===== src/rtl/fb_arbiter.sv =====
// Single-port framebuffer arbiter: display reads take priority, host writes are
// queued in a small FIFO and get a forced slot when starved for too long.
module fb_arbiter #(
    parameter int unsigned AW       = 13,
    parameter int unsigned DW       = 12,
    parameter int unsigned DEPTH    = 4,
    parameter int unsigned MAX_WAIT = 16
) (
    input  logic          clk,
    input  logic          rst,
    input  logic          disp_req,
    input  logic [AW-1:0] disp_addr,
    output logic          disp_gnt,
    output logic          disp_rvalid,
    output logic [DW-1:0] disp_rdata,
    input  logic          host_valid,
    input  logic [AW-1:0] host_addr,
    input  logic [DW-1:0] host_wdata,
    output logic          host_ready,
    output logic          mem_en,
    output logic          mem_we,
    output logic [AW-1:0] mem_addr,
    output logic [DW-1:0] mem_wdata,
    input  logic [DW-1:0] mem_rdata,
    output logic [7:0]    starve_cnt
);

    localparam int unsigned PW = $clog2(DEPTH);
    localparam int unsigned CW = $clog2(DEPTH + 1);
    localparam int unsigned WW = $clog2(MAX_WAIT + 1);

    typedef enum logic {ST_NORMAL, ST_FORCE} state_t;

    state_t        state;
    logic [AW-1:0] fifo_addr [DEPTH];
    logic [DW-1:0] fifo_data [DEPTH];
    logic [PW-1:0] rd_ptr;
    logic [PW-1:0] wr_ptr;
    logic [CW-1:0] fifo_count;
    logic [WW-1:0] wait_cnt;
    logic [WW-1:0] wait_next;
    logic          fifo_empty;
    logic          push;
    logic          host_pop;
    logic          force_next;

    assign fifo_empty = (fifo_count == '0);
    assign host_ready = (fifo_count < CW'(DEPTH));
    assign push       = host_valid & host_ready;
    assign disp_rdata = mem_rdata;

    // Slot decision: display wins in NORMAL; FORCE hands the cycle to the host FIFO.
    always_comb begin
        disp_gnt = 1'b0;
        host_pop = 1'b0;
        if (state == ST_FORCE) begin
            host_pop = !fifo_empty;
        end else begin
            disp_gnt = disp_req;
            host_pop = !disp_req && !fifo_empty;
        end
    end

    // Starvation timer for the FIFO head.
    always_comb begin
        wait_next = '0;
        if (host_pop || fifo_empty) begin
            wait_next = '0;
        end else if (wait_cnt >= WW'(MAX_WAIT)) begin
            wait_next = WW'(MAX_WAIT);
        end else begin
            wait_next = wait_cnt + WW'(1);
        end
    end

    assign force_next = (state == ST_NORMAL) && (wait_next == WW'(MAX_WAIT));

    // Memory port mux; idle cycles drive zeros.
    always_comb begin
        mem_en    = disp_gnt | host_pop;
        mem_we    = 1'b0;
        mem_addr  = '0;
        mem_wdata = '0;
        if (host_pop) begin
            mem_we    = 1'b1;
            mem_addr  = fifo_addr[rd_ptr];
            mem_wdata = fifo_data[rd_ptr];
        end else if (disp_gnt) begin
            mem_addr  = disp_addr;
        end
    end

    // Arbiter state, counters and FIFO pointers.
    always_ff @(posedge clk or posedge rst) begin
        if (rst) begin
            state       <= ST_NORMAL;
            wait_cnt    <= '0;
            starve_cnt  <= '0;
            disp_rvalid <= 1'b0;
            rd_ptr      <= '0;
            wr_ptr      <= '0;
            fifo_count  <= '0;
        end else begin
            state       <= force_next ? ST_FORCE : ST_NORMAL;
            wait_cnt    <= wait_next;
            disp_rvalid <= disp_gnt;
            if ((state == ST_FORCE) && (starve_cnt != 8'hFF)) begin
                starve_cnt <= starve_cnt + 8'd1;
            end
            if (push) begin
                wr_ptr <= wr_ptr + PW'(1);
            end
            if (host_pop) begin
                rd_ptr <= rd_ptr + PW'(1);
            end
            case ({push, host_pop})
                2'b10:   fifo_count <= fifo_count + CW'(1);
                2'b01:   fifo_count <= fifo_count - CW'(1);
                default: fifo_count <= fifo_count;
            endcase
        end
    end

    // FIFO storage needs no reset; occupancy is tracked by fifo_count.
    always_ff @(posedge clk) begin
        if (push) begin
            fifo_addr[wr_ptr] <= host_addr;
            fifo_data[wr_ptr] <= host_wdata;
        end
    end

endmodule


===== config.mk =====
export PLATFORM = sky130hd
export DESIGN_NAME = fb_arbiter
export DESIGN_NICKNAME = d
export VERILOG_FILES = /design/src/rtl/fb_arbiter.sv
export SDC_FILE = /design/constraint.sdc
export NUM_CORES = 1
export LEC_CHECK = 0
export CAP_MARGIN = 20
export CORE_UTILIZATION = 44
export DETAILED_ROUTE_END_ITERATION = 16
export DONT_BUFFER_PORTS = 1
export SLEW_MARGIN = 10
export SYNTH_ARGS = -nofsm -noshare
export SYNTH_HDL_FRONTEND = slang
export SYNTH_SLANG_ARGS = --single-unit

===== constraint.sdc =====
create_clock -name clk -period 5.3 [get_ports clk]
set_input_delay 0.53 -clock clk [delete_from_list [all_inputs] [get_ports clk]]
set_output_delay 0.53 -clock clk [all_outputs]
set_load 0.02 [all_outputs]

==> results.sh <==
export IMPL_status="finished clean"
export IMPL_dp_hpwl_mm=5.19
export IMPL_path_clk_slew_ps=50
export IMPL_cp_max_fo=27
export IMPL_cp_required_ps=4770
export IMPL_syn_inst=275
export IMPL_die_y_um=109
export IMPL_drt_initial_drc_count=216
export IMPL_hold_class="in -> async"
export IMPL_synth_edf_count=100
export IMPL_drc=0
export IMPL_fmax_ghz=0.347
export IMPL_ctsResizeCount=0
export IMPL_nNetsFinal=340
export IMPL_wirelength_mm=8.56
export IMPL_track_usage_pct=16.1
export IMPL_slew_viol_final=0
export IMPL_antenna_found_initial=0
export IMPL_post_cts_setup_buffers=0
export IMPL_viasPerCell=5.46
export IMPL_fin_ws_ps=2410
export IMPL_cts_buffers=17
export IMPL_synth_area_leaders="edfxtp_1 (59%), dfrtp_1 (11%), mux4_2 (8.0%)"
export IMPL_stdcell_count=430
export IMPL_antenna_left=0
export IMPL_first_pass_iters=4
export IMPL_finalHoldViolCount=0
export IMPL_synth_top_cell_area_share_pct=59.3
export IMPL_cts_sinks=122
export IMPL_grt_pass1_wl_mm=13.5
export IMPL_ys_ff_latch=122
export IMPL_drv_cap=0
export IMPL_yosys_warnings=0
export IMPL_layout_drive_gt1_share_pct=21.4
export IMPL_synth_top_cell_by_area="edfxtp_1"
export IMPL_grt_overflow=0
export IMPL_ioPinCount=104
export IMPL_pre_cts_slack_ps=2540
export IMPL_worst_setup_path_end_kind="output port"
export IMPL_crit_path_start_kind="register"
export IMPL_p_leak_nw=2.01
export IMPL_finalSetupTns_ps=0
export IMPL_worst_ep_arrival_time_ps=2360
export IMPL_hold_buffers=0
export IMPL_gp_congestion=0.723
export IMPL_peakVddDrop_mv=0.287
export IMPL_rows=38
export IMPL_synth_top_flop_cell="edfxtp_1"
export IMPL_htreeDepth=4
export IMPL_cts_tree="built"
export IMPL_p_per_area_nw_per_um2=533
export IMPL_setup_viol=0
export IMPL_tightest_slew_ps=891
export IMPL_netlist_cell_type_count=37
export IMPL_vias=2348
export IMPL_initial_core_util_pct=45.9
export IMPL_area_growth_pct=11.7
export IMPL_clockBufferDepth=2
export IMPL_holdWs_ps=178
export IMPL_placed_cells=398
export IMPL_grt_pass1_vias=2597
export IMPL_skew_ps=6.23
export IMPL_slowest_stage="dfrtp_2"
export IMPL_crit_chain="mux4_1 > a22o_1"
export IMPL_syn_nets=338
export IMPL_dieArea_um2=11900
export IMPL_path_buf_inv=0
export IMPL_clk_latency_ps=410
export IMPL_portBuffers=0
export IMPL_cpLargestDelayFamily="flip-flops"
export IMPL_grt_max_degree=29
export IMPL_async_reset_ff_share_pct=18.0
export IMPL_worstSetupPathType="reg -> out"
export IMPL_ys_seq_area_share_pct=70.1
export IMPL_coreArea_um2=11000
export IMPL_cts_root_buf="clkbuf_16"
export IMPL_finalCritPeriodShare_pct=54.4
export IMPL_slowest_delay_ps=950
export IMPL_post_drt_wl_per_cell_um=19.9
export IMPL_finalPower_w=0.00302
export IMPL_die_x_um=109
export IMPL_period_minus_slack_ps=2890
export IMPL_relSlewSlack_pct=40.6
export IMPL_syn_area_um2=5070
export IMPL_antenna_cells=0
export IMPL_rsz0062_at_grt="no"
export IMPL_avgSynthCellArea_um2=18.4
[metrics by stage]
| step | area [µm²] | util [%] |
|---|---|---|
| after floorplan | 5070 | - |
| after detailed placement | 5110 | 46.3 |
| after global placement | 5110 | 46.3 |
| final | 5660 | 51.3 |
| after global routing | 5660 | 51.3 |
| after CTS | 5660 | 51.3 |
[worst register-to-register path, delay by kind of cell, from the launching register on]
family,cells,cell delay (ps)
xor+xnor,2,270
simple gates,3,1010
fa+ha+maj,2,690
flops,1,440
buf+inv,2,260
[per-layer routing]
metal / vias up / part of all wire (%) / track usage (%) / wire, µm
li1: 1067 / - / - / -
met1: 1191 / 42 / 18.7 / 3580
met2: 63 / 50 / 25.8 / 4260
met3: 27 / 6.6 / 7.88 / 564
met4: 0 / 1.7 / 6.38 / 148
met5: - / 0 / 0 / 0
[Yosys cell counts (3+ instances only)]
| master | count |
|---|---|
| a22o_1 | 13 |
| and2_1 | 16 |
| buf_2 | 3 |
| buf_4 | 14 |
| dfrtp_1 | 22 |
| edfxtp_1 | 100 |
| ha_1 | 8 |
| inv_1 | 12 |
| mux2_2 | 4 |
| mux4_1 | 7 |
| mux4_2 | 18 |
| nand2_1 | 5 |
| nand4_1 | 3 |
| nor2_1 | 7 |
| nor3_1 | 3 |
| o21ai_0 | 4 |
| xnor2_1 | 5 |
| xor2_1 | 4 |
[kinds of logic after synthesis]
group / Yosys count / synth area share [%]
XOR/XNOR: 9 / 1.56
adder cells (fa/ha/maj): 9 / 2.37
AND/OR/NAND/NOR: 46 / 5.26
AO/OA/AOI/OAI: 24 / 3.65
multiplexers: 30 / 12.7
flip-flops: 122 / 70.1
buffers and inverters: 35 / 4.32
[cell usage in the layout, fill, tap and decap left out, types with 5 or more instances in the layout]
| cell | instances |
|---|---|
| clkbuf_16 | 17 |
| xnor2_1 | 5 |
| inv_1 | 12 |
| and2_1 | 16 |
| mux4_1 | 7 |
| a22o_1 | 13 |
| buf_4 | 5 |
| dfrtp_1 | 21 |
| ha_1 | 8 |
| nand2_1 | 5 |
| nor2_1 | 7 |
| mux4_2 | 18 |
| edfxtp_1 | 100 |
[power by group]
group          switching, W  internal [W]
combinational      0.000368      0.000296
clock              0.000409      0.000645
sequential         0.000107       0.00119
total              0.000883       0.00213
[path summary, 6_finish.rpt]
check | start | endpoint | slack, ps | cells past startpoint
max in group asynchronous | rst | rd_ptr[0] | 4560 | 1
min in group clk | host_wdata[7] | fifo_data[3][7] | 220 | 0
min | rst | starve_cnt[1] | 180 | 1
max reg2reg | state | fifo_count[2] | 2570 | 9
max | rd_ptr[0] | mem_addr[2] | 2410 | 2
min reg2reg | fifo_count[0] | fifo_count[0] | 510 | 1
[cell type report]
class,count,area (µm²)
flip-flops and latches,122,3550
well taps,140,175
clock buffers,18,429
inverters,13,48.8
fillers,925,5370
repair buffers,5,37.5
clock inverters,14,121
multi-input cells,118,1290
[sequential cells by signal, indices dropped and copies added, names as in the netlist]
register and flops:
fifo_addr 52, rd_ptr 2, state 1, fifo_data 48, disp_rvalid 1, wait_cnt 5
fifo_count 3, wr_ptr 2, starve_cnt 8
(Power assumes the default switching activity.)
==> RTL change (config.mk and constraints unchanged) <==
Set the parameter `MAX_WAIT` to 32 (it was 16).
--- a/src/rtl/fb_arbiter.sv
+++ b/src/rtl/fb_arbiter.sv
@@ -4,7 +4,7 @@
     parameter int unsigned AW       = 13,
     parameter int unsigned DW       = 12,
     parameter int unsigned DEPTH    = 4,
-    parameter int unsigned MAX_WAIT = 16
+    parameter int unsigned MAX_WAIT = 32
 ) (
     input  logic          clk,
     input  logic          rst,
Formal check against the unedited RTL: same outputs for any inputs over 10 cycles, from zero or initial values and one cycle with rst high; that may be too few to reach the edited logic, so the function may still have changed.
==> RTL change against the unedited design <==
- sequential cell count grew 1
- wire length grew 1.3%
- hold slack gained 0.038 ns
- final area grew 1.9%
- total power grew 4.3%
- area after synthesis grew 0.86%
- worst setup slack lost 0.072 ns
- largest power group unchanged
==> RTL change: results (changes against the unedited design) <==
area share of fa/ha/maj cells after synthesis=0.0235 (was 0.0237); wire length on met2=4480 um (was 4260 um); GP Congestion=0.652 (was 0.723); R2R Setup Slk=2.47 ns (was 2.57 ns); M1 wire length=3300 um (was 3580 um); vias in the first global route=2420 (was 2597); first-pass GRT wire length=13000 um (was 13500 um); Final Hold Slack=0.216 ns (was 0.178 ns); Post-Synth XOR/XNOR Area=0.0240 (was 0.0156); Starting DRT DRC Count=165 (was 216); Commonest cells post-synth=100 x edfxtp_1, 23 x dfrtp_1, 16 x and2_1 (was 100 x edfxtp_1, 22 x dfrtp_1, 18 x mux4_2); largest net degree at the start of global routing=30 (was 29); met3 WL=754 um (was 564 um); top post-synthesis cells by area=edfxtp_1 59%, dfrtp_1 11%, mux4_1 7.7%, mux4_2 4.4%, a22o_1 2.2% (was edfxtp_1 59%, dfrtp_1 11%, mux4_2 8.0%, mux4_1 3.6%, a22o_1 2.2%); Avg Cell Area, Syn=18.6 um^2 (was 18.4 um^2); Via Count=2361 (was 2348); Worst Skew=0.00475 ns (was 0.00623 ns); post-synthesis compound-gate area fraction=0.0272 (was 0.0365); outcome=completed (unchanged); synth unique cells=34 (was 37); Setup WS pre-CTS=2.33 ns (was 2.54 ns); met1 Use GR=0.169 (was 0.187); Fillers=884 (was 925); gr usage total=0.159 (was 0.161); Post-Route WL=8670 um (was 8560 um); Sw Pwr=0.871 mW (was 0.883 mW); Arrival @ worst endpoint=2.43 ns (was 2.36 ns); DP Area=0.00516 mm^2 (was 0.00511 mm^2)
RTL change: worst max path at each step:
stage | slack (ns) | endpoint | cells past startpoint | start
after floorplan | 2.92 | fifo_count[2]$_DFFE_PP0P_ | 10 | disp_req
after global placement | 2.39 | fifo_count[2]$_DFFE_PP0P_ | 9 | disp_req
after detailed placement | 2.33 | fifo_count[2]$_DFFE_PP0P_ | 9 | disp_req
after CTS | 2.27 | mem_wdata[2] | 4 | state$_DFF_PP0_
after global routing | 2.11 | mem_wdata[2] | 4 | state$_DFF_PP0_
final | 2.34 | mem_wdata[2] | 4 | state$_DFF_PP0_
RTL change: cell type report:
class                   count  area [um^2]  area share
flip-flops and latches    123         3580       0.620
multi-input cells         117         1320       0.229
clock buffers              20          437      0.0757
well taps                 140          175      0.0304
clock inverters            12          173      0.0299
inverters                  13         48.8     0.00846
repair buffers              5         37.5     0.00650
RTL change: critical path: stages (launching register included):
cell	delay [ns]
dfrtp_1	0.37
nand2b_2	0.15
inv_1	0.32
nor2_4	0.77
and2_1	0.40
